[config.mk]
export PLATFORM = sky130hd
export DESIGN_NAME = fetch_queue
export DESIGN_NICKNAME = d
export VERILOG_FILES = /design/src/rtl/fetch_pkg.sv /design/src/rtl/fq_storage.sv /design/src/rtl/fetch_queue.sv
export SDC_FILE = /design/constraint.sdc
export NUM_CORES = 1
export LEC_CHECK = 0
export CAP_MARGIN = 10
export CORE_MARGIN = 2
export CORE_UTILIZATION = 55
export CTS_CLUSTER_SIZE = 8
export DETAILED_ROUTE_END_ITERATION = 10
export HOLD_SLACK_MARGIN = 0.05
export PLACE_DENSITY = 0.89
export REMOVE_ABC_BUFFERS = 1
export SETUP_SLACK_MARGIN = 0.02
export SKIP_CTS_REPAIR_TIMING = 1
export SYNTH_ARGS = -nofsm -noshare
export SYNTH_HDL_FRONTEND = slang
export SYNTH_HIERARCHICAL = 1
export SYNTH_SLANG_ARGS = --single-unit
[constraint.sdc]
create_clock -name clock -period 11.2 [get_ports clock]
set_clock_uncertainty 0.1 [all_clocks]
set_input_delay 1.68 -clock clock [delete_from_list [all_inputs] [get_ports clock]]
set_output_delay 1.68 -clock clock [all_outputs]
set_load 0.05 [all_outputs]
[src/rtl/fetch_pkg.sv]
// Shared definitions for the instruction fetch queue: NOP encoding, entry layout
// and pointer-width helpers.
package fetch_pkg;

    localparam logic [31:0] NOP_INSTR = 32'h00000013;

    // Entry layout at the default widths; the queue packs entries as {pc, instr, misaligned}.
    typedef struct packed {
        logic [15:0] pc;
        logic [31:0] instr;
        logic        misaligned;
    } fetch_entry_t;

    function automatic int ptr_w(input int depth);
        return (depth < 2) ? 1 : $clog2(depth);
    endfunction

    function automatic int entry_w(input int addr_bits, input int data_width);
        return addr_bits + data_width + 1;
    endfunction

endpackage

[src/rtl/fq_storage.sv]
// Entry array for the fetch queue: one synchronous write port and one
// combinational read port. Contents are deliberately not reset.
module fq_storage #(
    parameter int WIDTH = 49,
    parameter int DEPTH = 4,
    parameter int PTR_W = 2
) (
    input  logic             clock,
    input  logic             i_wr_en,
    input  logic [PTR_W-1:0] i_wr_ptr,
    input  logic [WIDTH-1:0] i_wr_data,
    input  logic [PTR_W-1:0] i_rd_ptr,
    output logic [WIDTH-1:0] o_rd_data
);

    logic [WIDTH-1:0] r_mem [DEPTH];

    always_ff @(posedge clock) begin
        if (i_wr_en) begin
            r_mem[i_wr_ptr] <= i_wr_data;
        end
    end

    assign o_rd_data = r_mem[i_rd_ptr];

endmodule

[src/rtl/fetch_queue.sv]
// Instruction fetch queue between fetch and decode: in-order {PC, instr} buffer
// with valid/ready on both sides, first-word-fall-through head, redirect flush.
module fetch_queue
    import fetch_pkg::*;
#(
    parameter int ADDRESS_BITS = 16,
    parameter int DATA_WIDTH   = 32,
    parameter int DEPTH        = 4
) (
    input  logic                    clock,
    input  logic                    reset,
    input  logic                    flush,
    input  logic                    in_valid,
    input  logic [ADDRESS_BITS-1:0] in_pc,
    input  logic [DATA_WIDTH-1:0]   in_instr,
    output logic                    in_ready,
    output logic                    out_valid,
    output logic [ADDRESS_BITS-1:0] out_pc,
    output logic [DATA_WIDTH-1:0]   out_instr,
    output logic                    out_misaligned,
    input  logic                    out_ready,
    output logic [$clog2(DEPTH):0]  count
);

    localparam int PTR_W   = ptr_w(DEPTH);
    localparam int CNT_W   = PTR_W + 1;
    localparam int ENTRY_W = entry_w(ADDRESS_BITS, DATA_WIDTH);

    logic [PTR_W-1:0]   r_wr_ptr;
    logic [PTR_W-1:0]   r_rd_ptr;
    logic [CNT_W-1:0]   r_count;

    logic               w_push;
    logic               w_pop;
    logic [ENTRY_W-1:0] w_wr_entry;
    logic [ENTRY_W-1:0] w_rd_entry;

    // in_ready looks only at occupancy, never at out_ready: a full queue refuses
    // a push even in a cycle where decode is popping.
    assign in_ready  = (r_count < CNT_W'(DEPTH));
    assign out_valid = (r_count != '0);
    assign w_push    = in_valid & in_ready;
    assign w_pop     = out_valid & out_ready;

    assign w_wr_entry = {in_pc, in_instr, |in_pc[1:0]};

    fq_storage #(
        .WIDTH (ENTRY_W),
        .DEPTH (DEPTH),
        .PTR_W (PTR_W)
    ) u_storage (
        .clock     (clock),
        .i_wr_en   (w_push),
        .i_wr_ptr  (r_wr_ptr),
        .i_wr_data (w_wr_entry),
        .i_rd_ptr  (r_rd_ptr),
        .o_rd_data (w_rd_entry)
    );

    // Reset and flush both discard any push/pop presented in the same cycle.
    always_ff @(posedge clock) begin
        if (reset || flush) begin
            r_wr_ptr <= '0;
            r_rd_ptr <= '0;
            r_count  <= '0;
        end else begin
            if (w_push) r_wr_ptr <= r_wr_ptr + PTR_W'(1);
            if (w_pop)  r_rd_ptr <= r_rd_ptr + PTR_W'(1);
            case ({w_push, w_pop})
                2'b10:   r_count <= r_count + CNT_W'(1);
                2'b01:   r_count <= r_count - CNT_W'(1);
                default: r_count <= r_count;
            endcase
        end
    end

    // An empty queue presents a NOP at PC 0 instead of stale storage.
    always_comb begin
        out_pc         = '0;
        out_instr      = DATA_WIDTH'(NOP_INSTR);
        out_misaligned = 1'b0;
        if (out_valid) begin
            out_pc         = w_rd_entry[ENTRY_W-1 -: ADDRESS_BITS];
            out_instr      = w_rd_entry[DATA_WIDTH:1];
            out_misaligned = w_rd_entry[0];
        end
    end

    assign count = r_count;

endmodule
==> results of run 1 <==
## worst min-delay path by stage
stage	slack, ns	cells after the start	endpoint
after global routing	0.55	2	r_rd_ptr[1]
final	0.52	2	r_wr_ptr[0]
after global placement	0.46	2	r_wr_ptr[1]
after CTS	0.52	2	r_wr_ptr[0]
after floorplan	0.42	2	r_wr_ptr[1]
after detailed placement	0.49	2	count[2]
## logic make-up after synthesis
logic type / Yosys count / share of synthesized area
multiplexers: 49 / 0.142
AND/OR/NAND/NOR: 67 / 0.0533
XOR/XNOR: 5 / 0.00561
flip-flops: 203 / 0.771
adder cells (fa/ha/maj): 2 / 0.00416
buffers and inverters: 24 / 0.0192
AO/OA/AOI/OAI: 6 / 0.00416
## cell usage in the layout (no fill, tap or decap), types with 2 or more instances in the layout
cell	netlist	routed
sky130_fd_sc_hd__edfxtp_1	196	196
sky130_fd_sc_hd__dfxtp_1	7	5
sky130_fd_sc_hd__nor2_1	6	6
sky130_fd_sc_hd__mux4_1	2	2
sky130_fd_sc_hd__xor2_1	4	4
sky130_fd_sc_hd__clkdlybuf4s50_1	0	106
sky130_fd_sc_hd__buf_4	3	7
sky130_fd_sc_hd__clkbuf_1	1	10
sky130_fd_sc_hd__inv_1	7	7
sky130_fd_sc_hd__nand2_1	2	2
sky130_fd_sc_hd__or2_2	5	5
sky130_fd_sc_hd__or3_1	2	2
sky130_fd_sc_hd__o21ai_0	2	2
sky130_fd_sc_hd__a21oi_1	3	3
sky130_fd_sc_hd__and3b_2	0	2
sky130_fd_sc_hd__nor2b_1	46	46
sky130_fd_sc_hd__mux4_2	47	47
sky130_fd_sc_hd__clkbuf_16	0	29
## sequential cells by signal (all words and copies together) (netlist names)
| name | count |
|---|---|
| count | 3 |
| r_rd_ptr | 2 |
| u_storage/r_mem | 196 |
| r_wr_ptr | 2 |
## synth_stat cells (3+ instances only)
cell type,number,area share
sky130_fd_sc_hd__edfxtp_1,196,0.75
sky130_fd_sc_hd__mux4_2,47,0.14
sky130_fd_sc_hd__nor2b_1,46,0.037
sky130_fd_sc_hd__buf_2,7,0.0045
sky130_fd_sc_hd__dfxtp_1,7,0.018
sky130_fd_sc_hd__inv_1,7,0.0034
sky130_fd_sc_hd__nor2_1,6,0.0029
sky130_fd_sc_hd__or2_2,5,0.0040
sky130_fd_sc_hd__xor2_1,4,0.0045
sky130_fd_sc_hd__a21oi_1,3,0.0019
sky130_fd_sc_hd__buf_1,3,0.0014
sky130_fd_sc_hd__buf_4,3,0.0029
## cell type report
class	instances	area share
Sequential cell	203	0.614
Timing Repair Buffer	113	0.113
Clock inverter	2	0.00166
Tap cell	180	0.0229
Clock buffer	39	0.0777
Inverter	7	0.00268
Multi-Input combinational cell	129	0.168
## tightest hold or removal path, stage by stage, from the launching register on
cell and delay [ns]:
sky130_fd_sc_hd__dfxtp_1 0.36, sky130_fd_sc_hd__xnor2_1 0.17, sky130_fd_sc_hd__nor2_1 0.04
## layer usage
metal  share of wire  wire [µm]
met2            0.52       7310
met3           0.062        874
met4           0.015        217
met1            0.40       5620
met5               0          0
## power by group
| group | internal, mW | switching, mW | leakage, nW | total (mW) |
|---|---|---|---|---|
| combinational | 0.0622 | 0.0866 | 0.879 | 0.149 |
| clock | 0.464 | 0.282 | 0.374 | 0.746 |
| sequential | 0.856 | 0.00810 | 1.86 | 0.864 |
| total | 1.38 | 0.376 | 3.11 | 1.76 |
==> flow_results.xml, run 1 <==
<?xml version="1.0" encoding="UTF-8"?>
<metrics>
  <group name="drt">
    <metric name="drtIter0Drc" unit="">240</metric>
    <metric name="via_count" unit="">3821</metric>
    <metric name="wirelength" unit="µm">14000</metric>
    <metric name="avgRoutedWirePerCell" unit="µm">20.8</metric>
    <metric name="remaining_drc_errors" unit="">0</metric>
    <metric name="detailed_routing_iterations_pass_1" unit="">4</metric>
    <metric name="detail_route.vias_per_cell" unit="">5.68</metric>
    <metric name="drt.antenna.violating_nets" unit="">0</metric>
  </group>
  <group name="worst_setup_path">
    <metric name="timing.reg2reg.setup_slack" unit="ns">8.89</metric>
    <metric name="critical-path-top-delay-family" unit="">flip-flops</metric>
    <metric name="depth_of_the_worst_register_to_register_path" unit="">5</metric>
    <metric name="crit-reg2reg-launch" unit="">count[2]</metric>
    <metric name="r2r_end" unit="">u_storage/r_mem[3][39]</metric>
    <metric name="timing.critical_path.to" unit="">out_instr[0]</metric>
    <metric name="critical_path_class" unit="">reg -&gt; out</metric>
    <metric name="endpoint_kind_of_the_worst_setup_timing_path" unit="">output port</metric>
    <metric name="critical_path_start" unit="">r_rd_ptr[0]</metric>
    <metric name="worst-endpoint-required" unit="ns">9.42</metric>
    <metric name="cp_num_cells" unit="">3</metric>
    <metric name="cpMaxStageDelayCell" unit="">sky130_fd_sc_hd__dfxtp_4</metric>
    <metric name="worst-endpoint-arrival" unit="ns">3.19</metric>
    <metric name="critical_path.n_buffers_inverters" unit="">1</metric>
    <metric name="worstSetupStartpointType" unit="">register</metric>
    <metric name="worstPathCellList" unit="">mux4_1, or2_2, clkdlybuf4s50_1</metric>
    <metric name="critPathMaxStageDelay" unit="ns">1.01</metric>
    <metric name="critical_path.max_fanout" unit="">51</metric>
  </group>
  <group name="synth">
    <metric name="synth_ff_type" unit="">sky130_fd_sc_hd__edfxtp_1</metric>
    <metric name="synthesis.area_per_instance" unit="µm²">21.9</metric>
    <metric name="post_synthesis_register_bit_count" unit="">203</metric>
    <metric name="netlist-cell-type-count" unit="">28</metric>
    <metric name="sequential_area_share_after_synthesis" unit="">0.771</metric>
    <metric name="synth_enable_flop_cells" unit="">196</metric>
    <metric name="synthesis.instances" unit="">356</metric>
    <metric name="synth-warning-count" unit="">6</metric>
    <metric name="post_synth_instance_area" unit="µm²">7810</metric>
    <metric name="synth_async_sr_flop_share" unit="">0</metric>
  </group>
  <group name="clocking">
    <metric name="ctsLongestPathBuffers" unit="">3</metric>
    <metric name="clock-root-buffer" unit="">sky130_fd_sc_hd__clkbuf_16</metric>
    <metric name="cts_made_buffers" unit="">29</metric>
    <metric name="ctsHtreeMaxLevel" unit="">1</metric>
    <metric name="clk_pin_slew" unit="ns">0.05</metric>
    <metric name="clock_tree_from_tritoncts" unit="">done</metric>
    <metric name="clock_latency" unit="ns">0.52</metric>
    <metric name="cts.sinks" unit="">203</metric>
  </group>
  <group name="layout">
    <metric name="layout.area.seq" unit="µm²">6030</metric>
    <metric name="finalNonFillerCells" unit="">673</metric>
    <metric name="synthToLayoutAreaGrowth" unit="%">25.7</metric>
    <metric name="multi_input_gate_area_in_the_final_layout" unit="µm²">1650</metric>
    <metric name="nFillCells" unit="">872</metric>
    <metric name="final_antenna_diode_count" unit="">0</metric>
    <metric name="final_net_count" unit="">538</metric>
    <metric name="post-route-util" unit="">0.708</metric>
    <metric name="drive_above_1_share" unit="">0.197</metric>
    <metric name="finish.instance_area" unit="µm²">9820</metric>
  </group>
  <group name="global_routing">
    <metric name="grt_start_max_net_pins" unit="">53</metric>
    <metric name="grt_util_all_layers" unit="">0.192</metric>
    <metric name="grt_first_pass_wirelength" unit="µm">21700</metric>
    <metric name="grt_util_met2" unit="">0.333</metric>
    <metric name="met3_usage" unit="">0.0401</metric>
    <metric name="grt_busiest_layer" unit="">met2</metric>
    <metric name="grt.met1_usage" unit="">0.248</metric>
    <metric name="vias_in_the_first_global_route" unit="">4063</metric>
    <metric name="global_route.overflow_total" unit="">0</metric>
    <metric name="antenna_found_initial" unit="">0</metric>
  </group>
  <group name="floorplanning">
    <metric name="design.portCount" unit="">107</metric>
    <metric name="die-width" unit="µm">123</metric>
    <metric name="initial_core_util" unit="">0.563</metric>
    <metric name="total_die_area" unit="µm²">15200</metric>
    <metric name="rows" unit="">43</metric>
    <metric name="area_of_the_core" unit="µm²">13900</metric>
    <metric name="die_y" unit="µm">123</metric>
  </group>
  <group name="placement">
    <metric name="placed_cells_incl_taps" unit="">632</metric>
    <metric name="placement.io_buffers" unit="">106</metric>
    <metric name="detailedPlace.worstSlack" unit="ns">6.69</metric>
    <metric name="placed_instance_area" unit="µm²">9040</metric>
    <metric name="dp_hpwl" unit="µm">8230</metric>
    <metric name="gp_congestion" unit="">0.715</metric>
  </group>
  <group name="sta">
    <metric name="slew-limit-headroom" unit="">0.336</metric>
    <metric name="timing.setup.tns" unit="ns">0</metric>
    <metric name="tightestPinTransition" unit="ns">0.996</metric>
    <metric name="max_clock_freq" unit="MHz">201</metric>
    <metric name="timing.final.crit_share" unit="">0.444</metric>
    <metric name="setup_viol_count_final" unit="">0</metric>
    <metric name="final.setup.worst_slack" unit="ns">6.23</metric>
    <metric name="finalCriticalPeriod" unit="ns">4.97</metric>
    <metric name="grt_setup_unrepaired" unit="">no</metric>
    <metric name="final.hold.worst_slack" unit="ns">0.516</metric>
    <metric name="hold_violations" unit="">0</metric>
    <metric name="finalMaxSlewViolations" unit="">0</metric>
  </group>
  <group name="power">
    <metric name="power.density" unit="nW/µm²">179</metric>
    <metric name="p_leak" unit="nW">3.11</metric>
    <metric name="p_total" unit="mW">1.76</metric>
    <metric name="power.ir.vdd_worst" unit="mV">0.124</metric>
  </group>
  <group name="outcome">
    <metric name="outcome" unit="">finished clean</metric>
  </group>
  <group name="job">
    <metric name="maxCapViolCount" unit="">0</metric>
  </group>
  <group name="worst_hold_path">
    <metric name="timing.hold.worst.class" unit="">reg -&gt; reg</metric>
    <metric name="timing.hold.worst.start" unit="">r_wr_ptr[0]</metric>
  </group>
</metrics>
Note: power is estimated with default switching activity, not from simulation.
==> run 2: changes to the inputs <==
--- a/config.mk
+++ b/config.mk
@@ -7,11 +7,11 @@
 export LEC_CHECK = 0
 export CAP_MARGIN = 10
 export CORE_MARGIN = 2
-export CORE_UTILIZATION = 55
+export CORE_UTILIZATION = 49
 export CTS_CLUSTER_SIZE = 8
 export DETAILED_ROUTE_END_ITERATION = 10
 export HOLD_SLACK_MARGIN = 0.05
-export PLACE_DENSITY = 0.89
+export PLACE_DENSITY = 0.84
 export REMOVE_ABC_BUFFERS = 1
 export SETUP_SLACK_MARGIN = 0.02
 export SKIP_CTS_REPAIR_TIMING = 1
==> constraint.sdc (replaced) <==
create_clock -name clock -period 4 [get_ports clock]
set_clock_uncertainty 0.1 [all_clocks]
set_input_delay 0.6 -clock clock [delete_from_list [all_inputs] [get_ports clock]]
set_output_delay 0.6 -clock clock [all_outputs]
set_load 0.05 [all_outputs]
==> run 2 against run 1 <==
- sequential share of layout area decreased by 0.42 points
- clock-buffer cell count rose by 1
- via count decreased by 1.3%
- sequential power rose to 2.8 times the previous value
==> flow_results.xml, run 2 (synthesis results as in run 1) <==
<?xml version="1.0" encoding="UTF-8"?>
<metrics>
  <group name="outcome">
    <metric name="outcome" unit="">finished clean</metric>
  </group>
  <group name="layout">
    <metric name="final_antenna_diode_count" unit="">0</metric>
    <metric name="most-common-layout-cells" unit="">196 x sky130_fd_sc_hd__edfxtp_1, 106 x sky130_fd_sc_hd__clkdlybuf4s50_1, 47 x sky130_fd_sc_hd__mux4_2, 46 x sky130_fd_sc_hd__nor2b_1, 29 x sky130_fd_sc_hd__clkbuf_16</metric>
    <metric name="final_common_cell" unit="">sky130_fd_sc_hd__edfxtp_1</metric>
    <metric name="synthToLayoutAreaGrowth" unit="%">26.6</metric>
    <metric name="number_of_flip_flops_in_the_largest_register" unit="">196</metric>
    <metric name="nFillCells" unit="">1071</metric>
    <metric name="finalNonFillerCells" unit="">711</metric>
    <metric name="finish.instance_area" unit="µm²">9890</metric>
    <metric name="drive_above_1_share" unit="">0.198</metric>
    <metric name="register_containing_the_most_flip_flops_in_the_final_layout" unit="">u_storage/r_mem</metric>
    <metric name="final_net_count" unit="">540</metric>
    <metric name="post-route-util" unit="">0.629</metric>
  </group>
  <group name="drt">
    <metric name="wirelength" unit="µm">14400</metric>
    <metric name="detailed_routing_iterations_pass_1" unit="">4</metric>
    <metric name="detail_route.vias_per_cell" unit="">5.31</metric>
    <metric name="wl_met2" unit="µm">7380</metric>
    <metric name="dr_wl_met3" unit="µm">765</metric>
    <metric name="drtIter0Drc" unit="">293</metric>
    <metric name="drt.antenna.violating_nets" unit="">0</metric>
    <metric name="remaining_drc_errors" unit="">0</metric>
    <metric name="route.layer.met1.wl" unit="µm">5970</metric>
    <metric name="avgRoutedWirePerCell" unit="µm">20.3</metric>
    <metric name="top_signal_layer_used" unit="">met4</metric>
    <metric name="via_count" unit="">3773</metric>
  </group>
  <group name="sta">
    <metric name="slew-limit-headroom" unit="">0.455</metric>
    <metric name="setup_viol_count_final" unit="">0</metric>
    <metric name="max_clock_freq" unit="MHz">276</metric>
    <metric name="hold_violations" unit="">0</metric>
    <metric name="tightestPinTransition" unit="ns">0.818</metric>
    <metric name="finalCriticalPeriod" unit="ns">3.62</metric>
    <metric name="grt_setup_unrepaired" unit="">no</metric>
    <metric name="timing.final.crit_share" unit="">0.906</metric>
    <metric name="finalMaxSlewViolations" unit="">0</metric>
    <metric name="timing.setup.tns" unit="ns">0</metric>
  </group>
  <group name="global_routing">
    <metric name="vias_in_the_first_global_route" unit="">4246</metric>
    <metric name="grt_start_max_net_pins" unit="">53</metric>
    <metric name="grt_util_all_layers" unit="">0.177</metric>
    <metric name="global_route.overflow_total" unit="">0</metric>
    <metric name="grt_first_pass_wirelength" unit="µm">22600</metric>
    <metric name="antenna_found_initial" unit="">0</metric>
  </group>
  <group name="floorplanning">
    <metric name="area_of_the_core" unit="µm²">15700</metric>
    <metric name="design.portCount" unit="">107</metric>
    <metric name="total_die_area" unit="µm²">17000</metric>
    <metric name="rows" unit="">46</metric>
    <metric name="die-width" unit="µm">130</metric>
    <metric name="initial_core_util" unit="">0.497</metric>
    <metric name="die_y" unit="µm">130</metric>
  </group>
  <group name="power">
    <metric name="p_total" unit="mW">4.92</metric>
    <metric name="power.ir.vdd_worst" unit="mV">0.339</metric>
    <metric name="power.density" unit="nW/µm²">498</metric>
    <metric name="p_leak" unit="nW">3.12</metric>
  </group>
  <group name="clocking">
    <metric name="clock-root-buffer" unit="">sky130_fd_sc_hd__clkbuf_16</metric>
    <metric name="ctsLongestPathBuffers" unit="">3</metric>
    <metric name="clk_pin_slew" unit="ns">0.05</metric>
    <metric name="clock_tree_from_tritoncts" unit="">done</metric>
    <metric name="cts_made_buffers" unit="">29</metric>
    <metric name="ctsHtreeMaxLevel" unit="">1</metric>
    <metric name="cts.sinks" unit="">203</metric>
    <metric name="clock_latency" unit="ns">0.51</metric>
  </group>
  <group name="worst_setup_path">
    <metric name="worst-endpoint-arrival" unit="ns">2.92</metric>
    <metric name="depth_of_the_worst_register_to_register_path" unit="">8</metric>
    <metric name="timing.reg2reg.setup_slack" unit="ns">1.87</metric>
    <metric name="critical_path.max_fanout" unit="">25</metric>
    <metric name="worst-endpoint-required" unit="ns">3.30</metric>
    <metric name="endpoint_kind_of_the_worst_setup_timing_path" unit="">output port</metric>
    <metric name="crit-reg2reg-launch" unit="">count[2]</metric>
    <metric name="critical_path_class" unit="">reg -&gt; out</metric>
    <metric name="r2r_end" unit="">count[2]</metric>
    <metric name="timing.critical_path.to" unit="">out_instr[10]</metric>
    <metric name="worstSetupStartpointType" unit="">register</metric>
    <metric name="critical_path_start" unit="">r_rd_ptr[0]</metric>
  </group>
  <group name="placement">
    <metric name="dp_hpwl" unit="µm">8170</metric>
    <metric name="placed_cells_incl_taps" unit="">670</metric>
    <metric name="gp_congestion" unit="">0.714</metric>
    <metric name="placed_instance_area" unit="µm²">9110</metric>
    <metric name="placement.io_buffers" unit="">106</metric>
  </group>
  <group name="job">
    <metric name="maxCapViolCount" unit="">0</metric>
  </group>
  <group name="worst_hold_path">
    <metric name="holdPathStages" unit="">2</metric>
    <metric name="timing.hold.worst.class" unit="">reg -&gt; reg</metric>
  </group>
</metrics>
run 2: changes by cell type in the layout (fill, tap and decap cells not counted), sizes merged:
cell    delta
buf        +2
clkbuf     +1
inv        -1
run 2: area by class of cell:
type | count | area (µm²) | share of cell area
Timing Repair Buffer | 115 | 1140 | 0.115
Sequential cell | 203 | 6030 | 0.610
Multi-Input combinational cell | 129 | 1650 | 0.166
Clock inverter | 1 | 7.51 | 0.000759
Clock buffer | 40 | 767 | 0.0776
Inverter | 7 | 26.3 | 0.00266
Tap cell | 216 | 270 | 0.0273
run 2: metrics by stage:
stage | hold WS (ns) | setup WS [ns]
global placement | 0.459 | 0.838
CTS | 0.506 | 0.281
detailed placement | 0.489 | 0.822
global route | 0.546 | 0.190
floorplan | 0.422 | -1.45
finish | 0.506 | 0.377
run 2: where the power goes:
group | switching (mW) | internal, mW | total (mW) | leakage (nW)
sequential | 0.0189 | 2.40 | 2.41 | 1.86
clock | 0.787 | 1.30 | 2.09 | 0.371
combinational | 0.246 | 0.174 | 0.421 | 0.893
run 2: how the worst min path moves through the flow:
stage | start | to | slack, ns
after floorplan | r_wr_ptr[1] | r_wr_ptr[1] | 0.42
after global placement | r_wr_ptr[1] | r_wr_ptr[1] | 0.46
after detailed placement | r_wr_ptr[1] | r_wr_ptr[1] | 0.49
after CTS | r_wr_ptr[1] | r_wr_ptr[1] | 0.51
after global routing | r_wr_ptr[1] | r_wr_ptr[1] | 0.55
final | r_wr_ptr[1] | r_wr_ptr[1] | 0.51
run 2: critical path, cell delays in order, from the launching register on:
cell and delay [ns]:
sky130_fd_sc_hd__dfxtp_4 0.67, sky130_fd_sc_hd__buf_4 0.35, sky130_fd_sc_hd__mux4_2 0.53, sky130_fd_sc_hd__nor2b_1 0.14, sky130_fd_sc_hd__clkdlybuf4s50_1 0.72
run 2: metal layers:
metal  track usage  vias to the layer above
met4        0.0626                        0
li1              -                     1685
met5             0                        -
met2         0.308                      129
met1         0.228                     1927
met3        0.0303                       32
==> RTL edit 1, RTL diff (flow settings as in run 2) <==
`ADDRESS_BITS`: 16 -> 17.
--- a/src/rtl/fetch_queue.sv
+++ b/src/rtl/fetch_queue.sv
@@ -3,7 +3,7 @@
 module fetch_queue
     import fetch_pkg::*;
 #(
-    parameter int ADDRESS_BITS = 16,
+    parameter int ADDRESS_BITS = 17,
     parameter int DATA_WIDTH   = 32,
     parameter int DEPTH        = 4
 ) (
Interface: changed (resized in_pc and out_pc); port bits go from 107 to 109. No check against the original RTL was run, so the function may have changed too.
==> RTL edit 1 against run 2 <==
  * Sequential share of layout area about the same
  * Wire length up 0.94%
  * Final area up 2.0%
  * Sequential cell count up 4
  * Power up 1.1%
  * Synthesized area up 2.4%
  * Worst setup slack worse by 0.12 ns
  * Largest cell class unchanged
==> RTL edit 1: results (changes against run 2) <==
cp.arrival_ns: 3.05  # +0.13 ns
drive_gt1_frac: 0.209  # +0.0107
via_per_inst: 5.32  # +0.34%
yosysSeqAreaShare: 0.768  # -0.00296
synth_common_cells: "edfxtp_1 (200), mux4_2 (50), nor2b_1 (47)"
gp_congestion: 0.701  # -1.9%
whs_ns: 0.490  # -0.0159 ns
grt_max_degree: 37  # -30%
largest_reg_flops: 200  # +2.0%
fin_nets: 554  # +2.6%
r2r-end: "u_storage/r_mem[1][10]$_DFFE_PP_"
nFillCells: 1086  # +1.4%
drtIter0Drc: 265  # -9.6%
crit_fanout: 33  # +32%
synth_fa_ha_area_frac: 0.00407  # -0.0000970
tightest_slew_ns: 0.895  # +0.0769 ns
ir_worst_vdd_mv: 0.432  # +28%
dp_hpwl_mm: 8.73  # +6.8%
multi_input_area_mm2: 0.00167  # +1.3%
synth_area_leaders: "edfxtp_1 (75%), mux4_2 (14%), nor2b_1 (3.7%), dfxtp_1 (1.8%), buf_12 (1.3%)"
p_leak_nw: 3.20  # +2.4%
port_buffers: 108  # +1.9%
avgSynthCellArea_um2: 22.0  # +0.41%
r2r_slack_ns: 1.78  # -0.09 ns
r2r_cells: 5  # -3
pwr-share-seq: 0.495  # +0.004
synth_cell_types: 26  # -7.1%
status: "completed"
switching_share: 0.212  # -0.00213
post-place-ws_ns: 0.796  # -0.0259 ns
placed_cells: 683  # +1.9%
grtUsageTotal: 0.174  # -0.00303
seq_power_mw: 2.46  # +2%
placed_cell_area_mm2: 0.00931  # +2.2%
wl_per_cell_um: 20.1  # -0.87%
first_global_vias: 4224  # -0.52%
grt_pass1_wl_mm: 23.4  # +3.4%
fin_cells: 724  # +1.8%
synth_compound_area_frac: 0.00407  # -0.0000970
==> RTL edit 1: changes by cell type after synthesis <==
cell      change
nor2b_1       +1
mux4_1        -2
buf_12        +3
buf_4         -3
mux4_2        +3
edfxtp_1      +4
buf_2         +3
buf_1         -2
==> RTL edit 1: final cells by class <==
class	instances	area share
Inverter	7	0.00260
Timing Repair Buffer	122	0.119
Clock buffer	40	0.0760
Clock inverter	1	0.000868
Tap cell	216	0.0268
Sequential cell	207	0.610
Multi-Input combinational cell	131	0.165
==> RTL edit 1: worst max-delay path by stage <==
stage / start / slack [ns] / end / cells after the start
after detailed placement: r_rd_ptr[1]$_SDFFE_PP0P_ / 0.80 / out_instr[8] / 4
after global placement: r_rd_ptr[1]$_SDFFE_PP0P_ / 0.80 / out_instr[13] / 4
after CTS: r_rd_ptr[1]$_SDFFE_PP0P_ / 0.23 / out_instr[13] / 4
final: r_rd_ptr[1]$_SDFFE_PP0P_ / 0.25 / out_instr[13] / 4
after global routing: r_rd_ptr[1]$_SDFFE_PP0P_ / 0.13 / out_instr[13] / 4
after floorplan: count[2]$_SDFFE_PP0P_ / -1.53 / u_storage/r_mem[0][0]$_DFFE_PP_ / 4
==> RTL edit 1: metal layers <==
layer | GRT usage | wire, um | up-vias
met5 | 0 | 0 | -
met4 | 0.0562 | 356 | 0
met3 | 0.0496 | 939 | 28
met2 | 0.288 | 7230 | 123
met1 | 0.227 | 6050 | 1978
li1 | - | - | 1726
==> RTL edit 1: critical path, stage by stage (launching register included) <==
cell,delay [ns]
dfxtp_2,0.91
buf_4,0.36
mux4_2,0.22
nor2b_1,0.21
clkdlybuf4s50_1,0.84
==> RTL edit 2, RTL diff (flow settings as in run 2) <==
Without the edit above. Put one more register stage on the output `count`. The value now appears one clock later. The other outputs are not delayed to match.
--- a/src/rtl/fetch_queue.sv
+++ b/src/rtl/fetch_queue.sv
@@ -86,6 +86,8 @@
         end
     end
 
-    assign count = r_count;
+    always_ff @(posedge clock) begin
+        count <= r_count;
+    end
 
 endmodule
Check against the original RTL: not equivalent (a bounded check fails within 4 cycles, from zero or initial values).
==> RTL edit 2 against run 2 <==
  * Maximum frequency decreased by 1.3%
  * Worst setup slack got worse by 0.047 ns
  * Sequential cell count increased by 3
  * Final area increased by 1.4%
  * Power increased by 1.4%
  * Synthesized area increased by 0.74%
  * Critical path depth unchanged
  * Via count increased by 2.4%
  * Wire length increased by 0.56%
  * Die area increased by 0.71%
  * First-iteration DRC count decreased by 8.5%
  * Critical path type unchanged
  * Largest power group unchanged
==> RTL edit 2: results (changes against run 2) <==
area_growth_pct: 27.4
fin_ws_ns: 0.330  # -0.0472 ns
synth_common_cells: "edfxtp_1 (196), mux4_2 (47), nor2b_1 (47)"
diodes: 0  # unchanged
wl_met3_um: 854  # +12%
top_layer: "met4"
grtUsageTotal: 0.175  # -0.00276
yosysSeqAreaShare: 0.773  # +0.00199
avgSynthCellArea_um2: 21.9  # -0.38%
fin_cells: 719  # +1.1%
synth_xor_area_frac: 0.00445  # -0.00115
nFillCells: 1096  # +2.3%
grt_max_degree: 55  # +3.8%
r2r_slack_ns: 1.51  # -0.36 ns
wirelength_met1_mm: 6.14  # +2.8%
first_global_vias: 4165  # -1.9%
slowest_stage: "dfxtp_2"
crit_fanout: 26  # +4.0%
slowest_delay_ns: 0.82  # +0.10 ns
tightest_slew_ns: 0.769  # -0.0489 ns
cts_buffers: 29  # unchanged
grt_pass1_wl_mm: 22.5  # -0.58%
synth_cell_types: 32  # +14%
drt_wl_total_mm: 14.5  # +0.56%
synth_fa_ha_area_frac: 0.00413  # -0.0000305
via_per_inst: 5.37  # +1.3%
power_switching_mw: 1.06  # +0.93%
cts.clk_slew.worst_paths_ns: 0.05  # about the same
grt_use_met3: 0.0338  # +0.00345
wl_met2_mm: 7.21  # -2.3%
p_leak_nw: 3.16  # +1.3%
drtIter0Drc: 268  # -8.5%
synth_compound_area_frac: 0.00382  # -0.000348
fin_nets: 546  # +1.1%
htreeDepth: 1  # unchanged
synth_area_leaders: "edfxtp_1 (75%), mux4_2 (13%), nor2b_1 (3.7%), dfxtp_1 (2.5%), mux4_1 (0.67%)"
gp_congestion: 0.697  # -2.4%
drive_gt1_frac: 0.197  # -0.00116
synth-edff-count: 196  # unchanged
dp_hpwl_mm: 8.48  # +3.7%
post-place-ws_ns: 0.639  # -0.183 ns
synthArstFlopShare: 0  # unchanged
whs_ns: 0.332  # -0.174 ns
met1_usage: 0.235  # +0.00647
ir_worst_vdd_mv: 0.372  # +9.9%
use_met2: 0.293  # -0.0151
ys_warn_count: 6  # unchanged
cp.arrival_ns: 2.97  # +0.05 ns
antenna_found_initial: 0  # unchanged
cp_top_family: "buffers and inverters"
placed_cell_area_mm2: 0.00921  # +1.1%
synthMuxAreaShare: 0.141  # -0.00104
placed_cells: 675  # +0.75%
status: "completed"
## RTL edit 2: area by class of cell
class | count | area share
timing repair buffer | 117 | 0.119
inverter | 6 | 0.00225
clock buffer | 42 | 0.0783
tap | 216 | 0.0270
clock inverter | 1 | 0.000874
multi-input combinational | 131 | 0.165
sequential | 206 | 0.608
## RTL edit 2: power by group through the flow
stage	registers, mW	logic [mW]	clock network [mW]
finish	2.45	0.429	2.12
global route	2.45	0.455	2.25
CTS	2.45	0.430	2.17
detailed placement	2.49	0.428	0
global placement	2.48	0.419	0
floorplan	2.49	0.240	0
## RTL edit 2: worst paths after layout
| path | from | to | cells past startpoint |
|---|---|---|---|
| max | r_rd_ptr[1]$_SDFFE_PP0P_ | out_instr[19] | 4 |
| min | r_count[1]$_SDFFE_PP0P_ | count[1]$_DFF_P_ | 0 |
| max reg2reg | r_count[0]$_SDFFE_PP0P_ | r_count[2]$_SDFFE_PP0P_ | 9 |
| min reg2reg | r_count[1]$_SDFFE_PP0P_ | count[1]$_DFF_P_ | 0 |
